### src/rtl/ad_ip_jesd204_tpl_adc_pn_pkg.sv
// Shared PN definitions for the JESD204 TPL: selector encodings, feedback taps
// and monitor state encodings, common to the ADC monitor and the DAC generator.
package ad_ip_jesd204_tpl_adc_pn_pkg;

    localparam logic [3:0] PN_SEL_PN9  = 4'h0;
    localparam logic [3:0] PN_SEL_PN23 = 4'h1;
    localparam logic [3:0] PN_SEL_PN7  = 4'h2;
    localparam logic [3:0] PN_SEL_PN15 = 4'h3;

    // x^LEN + x^TAP + 1, realised as s[n] = s[n-LEN] ^ s[n-TAP]
    localparam int PN9_LEN  = 9;
    localparam int PN9_TAP  = 5;
    localparam int PN23_LEN = 23;
    localparam int PN23_TAP = 18;
    localparam int PN7_LEN  = 7;
    localparam int PN7_TAP  = 6;
    localparam int PN15_LEN = 15;
    localparam int PN15_TAP = 14;

    // Longest register among the supported sequences; enough history to predict any of them.
    localparam int PN_HIST_W = 23;

    localparam logic [0:0] PN_STATE_OOS  = 1'b0;
    localparam logic [0:0] PN_STATE_SYNC = 1'b1;

    function automatic logic pn_sel_active(input logic [3:0] sel);
        return (sel == PN_SEL_PN9) || (sel == PN_SEL_PN23) ||
               (sel == PN_SEL_PN7) || (sel == PN_SEL_PN15);
    endfunction

    function automatic logic [7:0] pn_cnt_inc(input logic [7:0] cnt);
        return (cnt == 8'hff) ? cnt : cnt + 8'd1;
    endfunction

endpackage

### src/rtl/ad_ip_jesd204_tpl_adc_pn_gen.sv
// Combinational next-beat predictor: extends a sequence history by one beat
// and returns it in sample layout (sample 0 in the LSBs, each sample MSB first).
module ad_ip_jesd204_tpl_adc_pn_gen
    import ad_ip_jesd204_tpl_adc_pn_pkg::*;
#(
    parameter int DATA_PATH_WIDTH = 1
) (
    input  logic [3:0]                    pn_seq_sel,
    input  logic [PN_HIST_W-1:0]          pn_hist,
    output logic [DATA_PATH_WIDTH*16-1:0] pn_data
);

    localparam int BEAT_W = DATA_PATH_WIDTH * 16;

    // Chronological bit order: index 0 is the oldest history bit.
    logic [PN_HIST_W+BEAT_W-1:0] seq;

    always_comb begin
        seq = '0;
        seq[PN_HIST_W-1:0] = pn_hist;
        for (int i = 0; i < BEAT_W; i++) begin
            case (pn_seq_sel)
                PN_SEL_PN9:  seq[PN_HIST_W+i] = seq[PN_HIST_W+i-PN9_LEN]  ^ seq[PN_HIST_W+i-PN9_TAP];
                PN_SEL_PN23: seq[PN_HIST_W+i] = seq[PN_HIST_W+i-PN23_LEN] ^ seq[PN_HIST_W+i-PN23_TAP];
                PN_SEL_PN7:  seq[PN_HIST_W+i] = seq[PN_HIST_W+i-PN7_LEN]  ^ seq[PN_HIST_W+i-PN7_TAP];
                PN_SEL_PN15: seq[PN_HIST_W+i] = seq[PN_HIST_W+i-PN15_LEN] ^ seq[PN_HIST_W+i-PN15_TAP];
                default:     seq[PN_HIST_W+i] = 1'b0;
            endcase
        end
    end

    always_comb begin
        pn_data = '0;
        for (int s = 0; s < DATA_PATH_WIDTH; s++) begin
            for (int b = 0; b < 16; b++) begin
                pn_data[16*s+b] = seq[PN_HIST_W+16*s+15-b];
            end
        end
    end

endmodule

### src/rtl/ad_ip_jesd204_tpl_adc_pn_monitor.sv
// Per-channel PN sequence monitor: locks onto the selected sequence and reports
// per-beat errors while in sync plus the out-of-sync status.
module ad_ip_jesd204_tpl_adc_pn_monitor
    import ad_ip_jesd204_tpl_adc_pn_pkg::*;
#(
    parameter int DATA_PATH_WIDTH = 1,
    parameter int OOS_THRESHOLD   = 16
) (
    input  logic                          link_clk,
    input  logic                          adc_rst,
    input  logic                          data_valid,
    input  logic [DATA_PATH_WIDTH*16-1:0] data,
    input  logic [3:0]                    pn_seq_sel,
    output logic                          pn_err,
    output logic                          pn_oos,
    output logic [0:0]                    pn_state
);

    localparam int         BEAT_W   = DATA_PATH_WIDTH * 16;
    localparam logic [7:0] CNT_LAST = 8'(OOS_THRESHOLD - 1);

    // data_valid qualifies data in the same cycle; there is no backpressure,
    // so every valid beat is consumed and invalid beats leave all state untouched.
    logic [3:0]           sel_q;
    logic                 rst_q;
    logic [BEAT_W-1:0]    data_q;
    logic                 valid_q;
    logic [0:0]           state, state_nxt;
    logic [7:0]           cnt, cnt_nxt;
    logic [PN_HIST_W-1:0] hist, hist_nxt, hist_rx, hist_exp;
    logic                 err_nxt;
    logic [BEAT_W-1:0]    exp_data, data_ser, exp_ser;
    logic                 sel_change, beat_ok;

    ad_ip_jesd204_tpl_adc_pn_gen #(
        .DATA_PATH_WIDTH (DATA_PATH_WIDTH)
    ) i_pn_gen (
        .pn_seq_sel (sel_q),
        .pn_hist    (hist),
        .pn_data    (exp_data)
    );

    always_comb begin
        data_ser = '0;
        exp_ser  = '0;
        for (int s = 0; s < DATA_PATH_WIDTH; s++) begin
            for (int b = 0; b < 16; b++) begin
                data_ser[16*s+15-b] = data_q[16*s+b];
                exp_ser[16*s+15-b]  = exp_data[16*s+b];
            end
        end
    end

    // OOS predicts from what was received, SYNC free-runs on what was expected.
    assign hist_rx    = PN_HIST_W'({data_ser, hist} >> BEAT_W);
    assign hist_exp   = PN_HIST_W'({exp_ser, hist} >> BEAT_W);
    assign sel_change = (pn_seq_sel != sel_q);
    assign beat_ok    = (data_q == exp_data) && (|data_q);

    always_comb begin
        state_nxt = state;
        cnt_nxt   = cnt;
        hist_nxt  = hist;
        err_nxt   = 1'b0;
        if (sel_change || !pn_sel_active(sel_q)) begin
            state_nxt = PN_STATE_OOS;
            cnt_nxt   = 8'd0;
            hist_nxt  = '0;
        end else if (valid_q) begin
            if (state == PN_STATE_SYNC) begin
                hist_nxt = hist_exp;
                if (beat_ok) begin
                    cnt_nxt = 8'd0;
                end else begin
                    err_nxt = 1'b1;
                    if (cnt >= CNT_LAST) begin
                        state_nxt = PN_STATE_OOS;
                        cnt_nxt   = 8'd0;
                    end else begin
                        cnt_nxt = pn_cnt_inc(cnt);
                    end
                end
            end else begin
                hist_nxt = hist_rx;
                if (!beat_ok) begin
                    cnt_nxt = 8'd0;
                end else if (cnt >= CNT_LAST) begin
                    state_nxt = PN_STATE_SYNC;
                    cnt_nxt   = 8'd0;
                end else begin
                    cnt_nxt = pn_cnt_inc(cnt);
                end
            end
        end
    end

    always_ff @(posedge link_clk) begin
        if (adc_rst) begin
            rst_q   <= 1'b1;
            sel_q   <= pn_seq_sel;
            data_q  <= '0;
            valid_q <= 1'b0;
            state   <= PN_STATE_OOS;
            cnt     <= 8'd0;
            hist    <= '0;
            pn_err  <= 1'b0;
            pn_oos  <= 1'b1;
        end else begin
            rst_q   <= 1'b0;
            sel_q   <= pn_seq_sel;
            data_q  <= data;
            // The first beat after reset and any beat coinciding with a selector change are dropped.
            valid_q <= data_valid && !rst_q && !sel_change;
            state   <= state_nxt;
            cnt     <= cnt_nxt;
            hist    <= hist_nxt;
            pn_err  <= err_nxt;
            pn_oos  <= (state_nxt == PN_STATE_OOS);
        end
    end

    assign pn_state = state;

endmodule
### config.mk
export PLATFORM = sky130hd
export DESIGN_NAME = ad_ip_jesd204_tpl_adc_pn_monitor
export DESIGN_NICKNAME = d
export VERILOG_FILES = /design/src/rtl/ad_ip_jesd204_tpl_adc_pn_pkg.sv /design/src/rtl/ad_ip_jesd204_tpl_adc_pn_gen.sv /design/src/rtl/ad_ip_jesd204_tpl_adc_pn_monitor.sv
export SDC_FILE = /design/constraint.sdc
export NUM_CORES = 1
export LEC_CHECK = 0
export ABC_CLOCK_PERIOD_IN_PS = 8800
export CORE_MARGIN = 5
export CORE_UTILIZATION = 64
export CTS_CLUSTER_DIAMETER = 40
export CTS_CLUSTER_SIZE = 25
export DETAILED_ROUTE_END_ITERATION = 6
export PLACE_DENSITY = 0.85
export SYNTH_ARGS = -nofsm -noshare
export SYNTH_HDL_FRONTEND = slang
export SYNTH_SLANG_ARGS = --single-unit
### constraint.sdc
create_clock -name link_clk -period 8.8 [get_ports link_clk]
set_input_delay 0.88 -clock link_clk [delete_from_list [all_inputs] [get_ports link_clk]]
set_output_delay 0.88 -clock link_clk [all_outputs]
set_load 0.05 [all_outputs]
# [Yosys cells after proc, flatten, opt, wreduce, memory -nomap -nowiden]
# Index checks and enable logic that the tools add are counted.
[classes] addsub=1 mul=0 div=0 order_cmp=1 eq_ne=6 n_shift=0 muxes=31 n_bitwise=59 n_reduce_logical=14
[ops] cell="$pmux W1 S4" count=16
[ops] cell="$xor A1 B1 Y1" count=56
[ops] cell="$mux W8" count=5
[ops] cell="$mux W23" count=1
[ops] cell="$eq A16 B16 Y1" count=1
[ops] cell="$reduce_or A16 Y1" count=1
[ops] cell="$mux W1" count=9
[ops] cell="$add A8 B1 Y8 const B" count=1
[ops] cell="$eq A4 B2 Y1 const B" count=2
[ops] cell="$eq A8 B8 Y1 const B" count=1
[ops] cell="$ge A8 B4 Y1 const B" count=1
[ops] cell="$eq A4 B1 Y1 const B" count=1
[ops] cell="$logic_not A4 Y1" count=1
[ops] cell="$logic_or A1 B1 Y1" count=4
[ops] cell="$ne A4 B4 Y1" count=1
[ops] cell="$reduce_or A4 Y1" count=1
[ops] cell="$logic_and A1 B1 Y1" count=3
[ops] cell="$logic_not A1 Y1" count=3
[ops] cell="$not A1 Y1" count=3
[ops] cell="$reduce_or A2 Y1" count=1
[word_totals] regBits=56 latchBits=0 mem_bits_rw=0 rom_bits=0 inputBits=23 output_inout_bits=3 word_cells=121 memories=0

# [Longest topological paths before layout]
# Gate-level depths: netlist of the first run.
[depth] depth_word=15 ltp_mapped=16 ltp_nobuf=12

# [Modules after synthesis]
# A second synthesis of the first run with hierarchy kept.
[unflattened] hier_cells=359 hier_area_um2=3343.2
[by_module_without_submodules] mod="ad_ip_jesd204_tpl_adc_pn_monitor" n_inst=1 cells_each=222 area_each_um2=2234.6 seq_area_each_um2=1121.1
[by_module_without_submodules] mod="ad_ip_jesd204_tpl_adc_pn_gen" n_inst=1 cells_each=137 area_each_um2=1108.6 seq_area_each_um2=0.0

# [Worst setup path before layout of the first run]
# OpenSTA, ideal clock, no wires.
[synth_path] kind="register -> register" start="register sel_q[3]" end="register cnt[0]" setup_time_ps=122 arrival_time_ps=3602 path_slack_ps=5077 stages_incl_launch_ff=15 path_buffers=2 period_less_slack_ps=3723 path_cell_list="dfxtp_1 -> buf_4 -> or4b_1 -> buf_2 -> o22ai_4 -> nor2_2 -> xnor2_2 -> a211oi_4 -> xnor2_1 -> a311oi_4 -> o2111ai_2 -> a2111oi_4 -> and2b_1 -> nor4b_1 -> a221o_1"
[synth_via] elab_chain_len=12 elab_cells_between_ends=53
[synth_rtl] element="from (decl)" line_no="ad_ip_jesd204_tpl_adc_pn_monitor.sv:24" text="logic [3:0] sel_q;"
[synth_rtl] element="from (signal assigned)" line_no="ad_ip_jesd204_tpl_adc_pn_monitor.sv:100" text="sel_q <= pn_seq_sel;"
[synth_rtl] element="from (signal assigned)" line_no="ad_ip_jesd204_tpl_adc_pn_monitor.sv:110" text="sel_q <= pn_seq_sel;"
[synth_rtl] element="$eq A4 B2 Y1 (tied with other cells)" line_no="ad_ip_jesd204_tpl_adc_pn_pkg.sv:28, ad_ip_jesd204_tpl_adc_pn_gen.sv:22"
[synth_rtl] element="$pmux W1 S4" line_no="ad_ip_jesd204_tpl_adc_pn_gen.sv:22" text="case (pn_seq_sel)"
[synth_rtl] element="$xor A1 B1 Y1" line_no="ad_ip_jesd204_tpl_adc_pn_gen.sv:23" text="PN_SEL_PN9: seq[PN_HIST_W+i] = seq[PN_HIST_W+i-PN9_LEN] ^ seq[PN_HIST_W+i-PN9_TAP];"
[synth_rtl] element="$pmux W1 S4" line_no="ad_ip_jesd204_tpl_adc_pn_gen.sv:22"
[synth_rtl] element="$xor A1 B1 Y1" line_no="ad_ip_jesd204_tpl_adc_pn_gen.sv:23"
[synth_rtl] element="$pmux W1 S4" line_no="ad_ip_jesd204_tpl_adc_pn_gen.sv:22"
[synth_rtl] element="$xor A1 B1 Y1" line_no="ad_ip_jesd204_tpl_adc_pn_gen.sv:23"
[synth_rtl] element="$pmux W1 S4" line_no="ad_ip_jesd204_tpl_adc_pn_gen.sv:22"
[synth_rtl] element="$eq A16 B16 Y1" line_no="ad_ip_jesd204_tpl_adc_pn_monitor.sv:58" text="assign beat_ok = (data_q == exp_data) && (|data_q);"
[synth_rtl] element="$logic_and A1 B1 Y1" line_no="ad_ip_jesd204_tpl_adc_pn_monitor.sv:58"
[synth_rtl] element="$mux W8 (on tied branches)" line_no="ad_ip_jesd204_tpl_adc_pn_monitor.sv:85, ad_ip_jesd204_tpl_adc_pn_monitor.sv:72"
[synth_rtl] element="$mux W8" line_no="ad_ip_jesd204_tpl_adc_pn_monitor.sv:70" text="if (state == PN_STATE_SYNC) begin"
[synth_rtl] element="to (signal assigned)" line_no="ad_ip_jesd204_tpl_adc_pn_monitor.sv:115" text="cnt <= cnt_nxt;"
[synth_rtl] element="to (decl)" line_no="ad_ip_jesd204_tpl_adc_pn_monitor.sv:29" text="logic [7:0] cnt, cnt_nxt;"
# Several ways; a longest one is shown, not always the timed one.
# A chain may end at the register's enable or synchronous reset.

# [Worst setup path after layout of the first run]
[layout_path] start="register sel_q[1]" end="register cnt[0]"
# The elaborated chain is that of the path after synthesis.

==> summary.md, run 1 <==
| Metric | Value |
|---|---|
| Status | `finished, final reports clean` |
| Clock power frac | `a little over a third` |
| # Post-CTS Setup Buffers | `0` |
| Main synth FF type | `dfxtp_1` |
| Final Hold Viols | `0` |
| Post-Layout Cell Count | `around 480` |
| Final setup vio count | `0` |
| # fillers | `462` |
| Layout cells sized above 1 | `8.29%` |
| Startpoint types | `flip-flop` |
| CTS max path bufs | `2` |
| Setup CP Type | `flip-flop to flip-flop` |
| Critical Path End | `cnt[0]$_SDFFE_PP0P_` |
| Fin Setup TNS | `0 ns` |
| First-pass GRT wire length | `~14 mm` |
| Final ANT Viol Nets | `0` |
| Max Freq | `231 MHz` |
| Post-synth EDFFs | `0` |
| CP Launch Point | `sel_q[1]$_DFF_P_` |
| Core area | `about 5500 sq um` |
| Synth top area share | `a little under a third` |
| Vias in the first global route | `2866` |
| R2r endpoint | `cnt[0]$_SDFFE_PP0P_` |
| DRC Markers | `0` |
| Post-Syn Area | `3590 sq um` |
| Routed vias | `2997` |
| Antenna violations before repair | `0` |
| Most frequent cells after synthesis | `dfxtp_1 (56), nor2_1 (46), xnor2_1 (41)` |
| Synthesis-stage register bit count | `56` |
| Area Growth Syn to Fin | `9.52%` |
| Pins over their slew limit | `0` |
| Largest net degree at the start of global routing | `between 40 and 50` |
| Leak | `roughly 1.3 nW` |
| Cell taking the most area after synthesis | `dfxtp_1` |
| Nets | `~430` |
| CP Capture Type | `flip-flop` |
| Post-route cell area | `3930 sq um` |
| Port Buffers | `25` |
| Final worst path period need | `4.32 ns` |
| Worst flop-to-flop path startpoint | `sel_q[1]$_DFF_P_` |
| Initial Util | `65.6%` |
| WP data required | `9.06 ns` |
| Post-DP HPWL | `roughly 6 mm` |
| Clk slew on worst S/H paths | `0.09 ns` |
| Asr flop ratio synth | `0%` |
| WL/cell | `around 17 microns` |
| Final Power | `0.473 mW` |
| Register area share after synthesis | `31.2%` |
| Post-Syn Nets | `about 430` |
| Post-Syn Instances | `roughly 410` |
| Die H | `84.9 microns` |
| Clock H-tree levels | `2` |
| Synthesized area per cell | `8.77 sq um` |
| Resize count post-CTS | `0` |
| # rows | `27` |
| Max cap viols | `0` |
| R2r worst-path depth | `12` |
| # IOs | `26` |
| Most frequent cell after synthesis | `dfxtp_1` |
| Critical path cell sequence | `or4b_1 -> o22ai_1 -> nor2_1 -> xor2_1 -> a211oi_1 -> mux2i_1 -> a211o_1 -> xor2_1 -> or2_1 -> and2b_1 -> nor4b_1 -> a221o_1` |
| Worst skew pair latency | `0.32 ns` |
| Drt total wl | `between 8 and 9 mm` |
| CTS tree | `built` |
| Crit path max-delay cell type | `dfxtp_1` |
| Worst Path Arrival | `4.58 ns` |
| Total Routing Usage GR | `between 20% and 30%` |
| Vias per cell | `6.22` |
| Power per cell area | `120 nW/um^2` |
| Hold Path Class | `flip-flop to flip-flop` |
| Post-CTS Hold Buffers | `0` |
| Sw Pwr | `roughly 0.11 mW` |
| Placed inst area | `3810 sq um` |
| Reg2reg setup slack | `about 4.5 ns` |
| Placed cell count | `474` |
| Root Buffer | `clkbuf_8` |
| Gpl congestion | `between 0.9 and 1` |
| Power share of the combinational group | `between 7 and 8%` |
| Netlist cell types | `71` |
| First-pass iteration count of the detailed router | `5` |
| Crit share post-route | `49.1%` |
| Ant. Diodes | `0` |
| Chip Width | `84.9 microns` |
| Synth top area cells | `dfxtp_1 (31%), xnor2_1 (10%), mux2i_1 (6.7%)` |
| TritonCTS Buffers | `5` |
| Unrepaired setup endpoints after global routing | `false` |
| Least-Margin Pin Slew | `0.945 ns` |
| P_int | `0.364 mW` |
| Crit-path max cell delay | `0.60 ns` |
| Worst Path Max Fanout | `13` |
| Total global routing overflow | `0` |
| Clock tree sinks | `56` |
| Rel. slew slack | `36.1%` |
| Hold slack | `about 0.39 ns` |
| Worst VDD drop | `just over 0.1 mV` |
| Synth warn | `0` |
| Flop pwr share | `between 50% and 60%` |
| Switch share | `23.0%` |
| Clk_skew | `0.00983 ns` |
| Initial DRC count | `308` |
| Cell repeated most along the worst path | `xor2_1` |
| Die ar. | `7200 sq um` |
[per-stage QoR]
stage | utilization, % | worst slack (ns)
2_1_floorplan | - | 5.08
3_3_place_gp | 69.7 | 4.66
3_5_place_dp | 69.7 | 4.54
4_1_cts | 71.8 | 4.51
5_1_grt | 71.8 | 4.18
6_report | 71.8 | 4.48
[critical path: cells and delay by family (launching register included)]
kind            cells  cell delay (ns)
compound gates      4             0.95
xor+xnor            2             0.49
flops               1             0.60
mux                 1             0.30
simple gates        5             1.93
[how the worst min path moves through the flow]
| stage | endpoint | from | slack (ns) | cells past startpoint |
|---|---|---|---|---|
| 5_1_grt | valid_q$_SDFF_PP0_ | rst_q$_DFF_P_ | 0.43 | 1 |
| 3_3_place_gp | valid_q$_SDFF_PP0_ | rst_q$_DFF_P_ | 0.38 | 1 |
| 2_1_floorplan | valid_q$_SDFF_PP0_ | rst_q$_DFF_P_ | 0.37 | 1 |
| 3_5_place_dp | valid_q$_SDFF_PP0_ | rst_q$_DFF_P_ | 0.38 | 1 |
| 4_1_cts | valid_q$_SDFF_PP0_ | rst_q$_DFF_P_ | 0.39 | 1 |
| 6_report | valid_q$_SDFF_PP0_ | rst_q$_DFF_P_ | 0.39 | 1 |
[layout make-up]
cell class	count	area, sq um	area share (%)
Sequential cell	56	1120	28.5
Multi-Input combinational cell	316	2320	59.1
Timing Repair Buffer	28	273	6.94
Clock buffer	5	68.8	1.75
Inverter	2	7.51	0.191
Clock inverter	3	46.3	1.18
Tap cell	72	90.1	2.29
[state kept, by name (all words and copies together), names as in the netlist]
signal / cells
cnt: 8
pn_err: 1
data_q: 16
rst_q: 1
sel_q: 4
hist: 23
pn_state: 1
pn_oos: 1
valid_q: 1
[placed cells by master (no fill, tap or decap), types with 2 or more instances in the layout]
master / netlist / layout
o22ai_2: 2 / 2
or3_1: 3 / 3
a211oi_2: 2 / 2
nor3_1: 6 / 6
and2_1: 4 / 4
clkdlybuf4s50_1: 0 / 25
nand2_1: 20 / 20
nor4b_1: 3 / 3
a21o_1: 2 / 2
nor3b_1: 3 / 3
clkbuf_8: 0 / 5
a22oi_1: 2 / 2
o21ai_1: 2 / 2
nand4_1: 5 / 5
dfxtp_1: 56 / 56
a221oi_1: 2 / 2
nor2b_1: 17 / 17
or4b_1: 2 / 2
xor2_1: 27 / 27
nor2_1: 46 / 46
nor4_1: 8 / 7
nand3_1: 5 / 5
mux2_2: 4 / 4
and3_1: 4 / 4
a211oi_1: 4 / 4
mux2i_1: 24 / 24
a21oi_1: 23 / 23
xnor2_1: 41 / 41
nor3b_2: 2 / 2
o22ai_1: 9 / 9
o21ai_0: 8 / 8
buf_4: 1 / 3
[per-layer routing]
layer | routed length [microns] | vias to the layer above | part of all wire [%] | global-route usage, %
met5 | 0 | - | 0 | 0
met4 | 205 | 0 | 2.5 | 8.35
met3 | 579 | 25 | 6.9 | 4.76
met2 | 3790 | 129 | 45 | 37.4
met1 | 3760 | 1405 | 45 | 32.6
li1 | - | 1438 | - | -
[power by group through the flow]
stage          registers [mW]  logic (mW)  clock network, mW
6_report                0.266      0.0353              0.171
4_1_cts                 0.266      0.0353              0.173
3_3_place_gp            0.271      0.0343                  0
5_1_grt                 0.267      0.0379              0.186
2_1_floorplan           0.268      0.0241                  0
3_5_place_dp            0.272      0.0347                  0
[logic make-up after synthesis]
| logic type | Yosys count | share of synthesized area (%) |
|---|---|---|
| buf+inv | 37 | 4.18 |
| compound gates | 76 | 17.2 |
| simple gates | 141 | 21.8 |
| flops | 56 | 31.2 |
| fa+ha+maj | 1 | 0.349 |
| xor+xnor | 69 | 17.1 |
| mux | 29 | 8.26 |
Power figures use the tool's default switching activity.
==> run 2: changes to the inputs <==
- ABC_CLOCK_PERIOD_IN_PS: 8800 -> 4400
- CORE_UTILIZATION: 64 -> 59
- PLACE_DENSITY: 0.85 -> 0.79
- clock period: 8.8 -> 4.4 ns (I/O delays scaled with it)
==> run 2 against run 1 <==
  * Sequential share of layout area fell by 0.54 points
  * Hold slack better by 0.032 ns
  * Count of clock-buffer cells in the layout did not move
  * Cell count increased by 2.7%
  * Design area rose by 2.0%
  * Total power rose by 100%
  * Sequential power increased by 100%
  * Maximum frequency up 3.2%
  * Clock power rose by 100%
  * Critical path type unchanged
  * Largest cell class unchanged
==> summary.md, run 2 (synthesis gave the netlist of run 1 again) <==
| Metric | Value |
|---|---|
| Port Buffers | `25 (unchanged)` |
| Initial DRC count | `295 (was 308)` |
| Clk slew on worst S/H paths | `0.11 ns (was 0.09 ns)` |
| # Post-CTS Setup Buffers | `0 (unchanged)` |
| Least-Margin Pin Slew | `0.755 ns (was 0.945 ns)` |
| Crit path max-delay cell type | `or4b_1 (was dfxtp_1)` |
| Largest net degree at the start of global routing | `44 (unchanged)` |
| Vias in the first global route | `2766 (was 2866)` |
| Most frequent cells in the layout | `dfxtp_1 (55), nor2_1 (46), xnor2_1 (41) (was dfxtp_1 (56), nor2_1 (46), xnor2_1 (41))` |
| Core Util, Final | `67.7% (was 71.8%)` |
| Clk_skew | `0.0111 ns (was 0.00983 ns)` |
| Top Registers | `hist x23, data_q x16, cnt x8 (unchanged)` |
| # IOs | `26 (unchanged)` |
| Hold Path Class | `flip-flop to flip-flop (unchanged)` |
| Area Growth Syn to Fin | `11.8% (was 9.52%)` |
| Max cap viols | `0 (unchanged)` |
| Core area | `5920 sq um (was 5470 sq um)` |
| Post-CTS Hold Buffers | `0 (unchanged)` |
| Unrepaired setup endpoints after global routing | `false (unchanged)` |
| Final setup vio count | `0 (unchanged)` |
| Status | `finished, final reports clean (unchanged)` |
| Post-DP HPWL | `6.38 mm (was 6.00 mm)` |
| Layout cells sized above 1 | `10.7% (was 8.29%)` |
| CTS tree | `built (unchanged)` |
| Clock H-tree levels | `2 (unchanged)` |
| # fillers | `481 (was 462)` |
| Worst skew pair latency | `0.31 ns (was 0.32 ns)` |
| Drt total wl | `8.42 mm (was 8.34 mm)` |
| Final ANT Viol Nets | `0 (unchanged)` |
| Rel. slew slack | `49.3% (was 36.1%)` |
| Crit-path max cell delay | `0.73 ns (was 0.60 ns)` |
| Worst VDD drop | `0.193 mV (was 0.103 mV)` |
| First-pass GRT wire length | `14.1 mm (was 13.9 mm)` |
| Total Routing Usage GR | `23.4% (was 23.8%)` |
| Critical path cell sequence | `or4b_1 -> o22ai_2 -> nor2_2 -> xnor2_2 -> a211oi_4 -> xnor2_1 -> a311oi_4 -> o2111ai_2 -> a2111oi_4 -> mux2_1 -> nor2_1 -> a21oi_1 (was or4b_1 -> o22ai_1 -> nor2_1 -> xor2_1 -> a211oi_1 -> mux2i_1 -> a211o_1 -> xor2_1 -> or2_1 -> and2b_1 -> nor4b_1 -> a221o_1)` |
| Total global routing overflow | `0 (unchanged)` |
| Startpoint types | `flip-flop (unchanged)` |
| Die H | `88.0 microns (was 84.9 microns)` |
| Worst Path Max Fanout | `10 (was 13)` |
| Final Hold Viols | `0 (unchanged)` |
| CP delay by family, top | `compound AO/OA/AOI/OAI gates (was simple AND/OR/NAND/NOR gates)` |
| Root Buffer | `clkbuf_8 (unchanged)` |
| Largest register FFs | `23 (unchanged)` |
| DRC Markers | `0 (unchanged)` |
| WP data required | `4.60 ns (was 9.06 ns)` |
| Chip Width | `88.0 microns (was 84.9 microns)` |
| Gpl congestion | `0.967 (was 0.975)` |
| Commonest non-fill, non-tap cell in the layout | `dfxtp_1 (unchanged)` |
| Max Freq | `239 MHz (was 231 MHz)` |
| Hold slack | `0.423 ns (was 0.390 ns)` |
| CTS max path bufs | `2 (unchanged)` |
| TritonCTS Buffers | `5 (unchanged)` |
| WL/cell | `17.0 microns (was 17.3 microns)` |
| Fin Setup TNS | `0 ns (unchanged)` |
| Setup CP Type | `flip-flop to flip-flop (unchanged)` |
| Final worst path period need | `4.19 ns (was 4.32 ns)` |
| # rows | `28 (was 27)` |
| Crit share post-route | `95.2% (was 49.1%)` |
| Worst Path Arrival | `4.39 ns (was 4.58 ns)` |
| Pins over their slew limit | `0 (unchanged)` |
| Vias per cell | `6.07 (was 6.22)` |
| Final Power | `0.950 mW (was 0.473 mW)` |
| First-pass iteration count of the detailed router | `5 (unchanged)` |
| Die ar. | `7740 sq um (was 7200 sq um)` |
| Flip-flop and latch area | `1120 sq um (about the same)` |
| CP Capture Type | `flip-flop (unchanged)` |
| Top reg by flops | `hist (unchanged)` |
| Routed vias | `3003 (was 2997)` |
| Critical path buffer and inverter count | `0 (unchanged)` |
| Antenna violations before repair | `0 (unchanged)` |
| Clock tree sinks | `56 (unchanged)` |
| Initial Util | `60.6% (was 65.6%)` |
| Ant. Diodes | `0 (unchanged)` |
| Power per cell area | `237 nW/um^2 (was 120 nW/um^2)` |
| Leak | `1.34 nW (was 1.29 nW)` |
| Nets | `443 (was 433)` |
| Multi-input gate area | `2320 sq um (unchanged)` |
| Resize count post-CTS | `0 (unchanged)` |
==> run 2: changes by cell type in the layout (fill, tap and decap cells not counted), sizes merged <==
| cell | change |
|---|---|
| buf | +10 |
==> run 2: area by class of cell <==
| type | instances | area share, % |
|---|---|---|
| multi-input combinational | 316 | 57.9 |
| sequential | 56 | 28.0 |
| timing repair buffer | 38 | 8.67 |
| tap | 75 | 2.34 |
| clock buffer | 5 | 1.72 |
| clock inverter | 3 | 1.15 |
| inverter | 2 | 0.187 |
==> run 2: worst register-to-register path, stage by stage (launching register included) <==
cell and delay, ns:
dfxtp_1 0.56, or4b_1 0.73, o22ai_2 0.32, nor2_2 0.15, xnor2_2 0.20, a211oi_4 0.41
xnor2_1 0.16, a311oi_4 0.49, o2111ai_2 0.19, a2111oi_4 0.29, mux2_1 0.36, nor2_1 0.15
a21oi_1 0.08
==> run 2: worst paths after layout <==
check	from	to	slack [ns]	cells after the start
worst max register to register	sel_q[0]$_DFF_P_	cnt[2]$_SDFFE_PP0P_	0.21	12
worst min register to register	rst_q$_DFF_P_	valid_q$_SDFF_PP0_	0.42	1
worst max-delay path	sel_q[0]$_DFF_P_	cnt[2]$_SDFFE_PP0P_	0.21	12
worst min-delay path	rst_q$_DFF_P_	valid_q$_SDFF_PP0_	0.42	1
==> run 2: power by group <==
group / total [mW] / internal, mW / leakage (nW) / switching [mW]
Clock: 0.344 / 0.172 / 0.0548 / 0.173
Sequential: 0.532 / 0.517 / 0.457 / 0.0151
Combinational: 0.0739 / 0.0418 / 0.824 / 0.0322
Total: 0.950 / 0.731 / 1.34 / 0.220
==> run 2: layer usage <==
metal	routed length [microns]	GRT usage, %	vias up
met1	3870	33.4	1397
met2	3780	36.6	124
met4	130	4.60	0
met3	637	4.99	15
met5	0	0	-
li1	-	-	1467
==> run 2: stage by stage <==
| stage | std cells | worst slack, ns | area (sq um) |
|---|---|---|---|
| 2_1_floorplan | 409 | 0.677 | 3590 |
| 3_3_place_gp | 487 | 0.452 | 3890 |
| 3_5_place_dp | 487 | 0.347 | 3890 |
| 4_1_cts | 495 | 0.238 | 4010 |
| 5_1_grt | 495 | 0.0116 | 4010 |
| 6_report | 495 | 0.210 | 4010 |
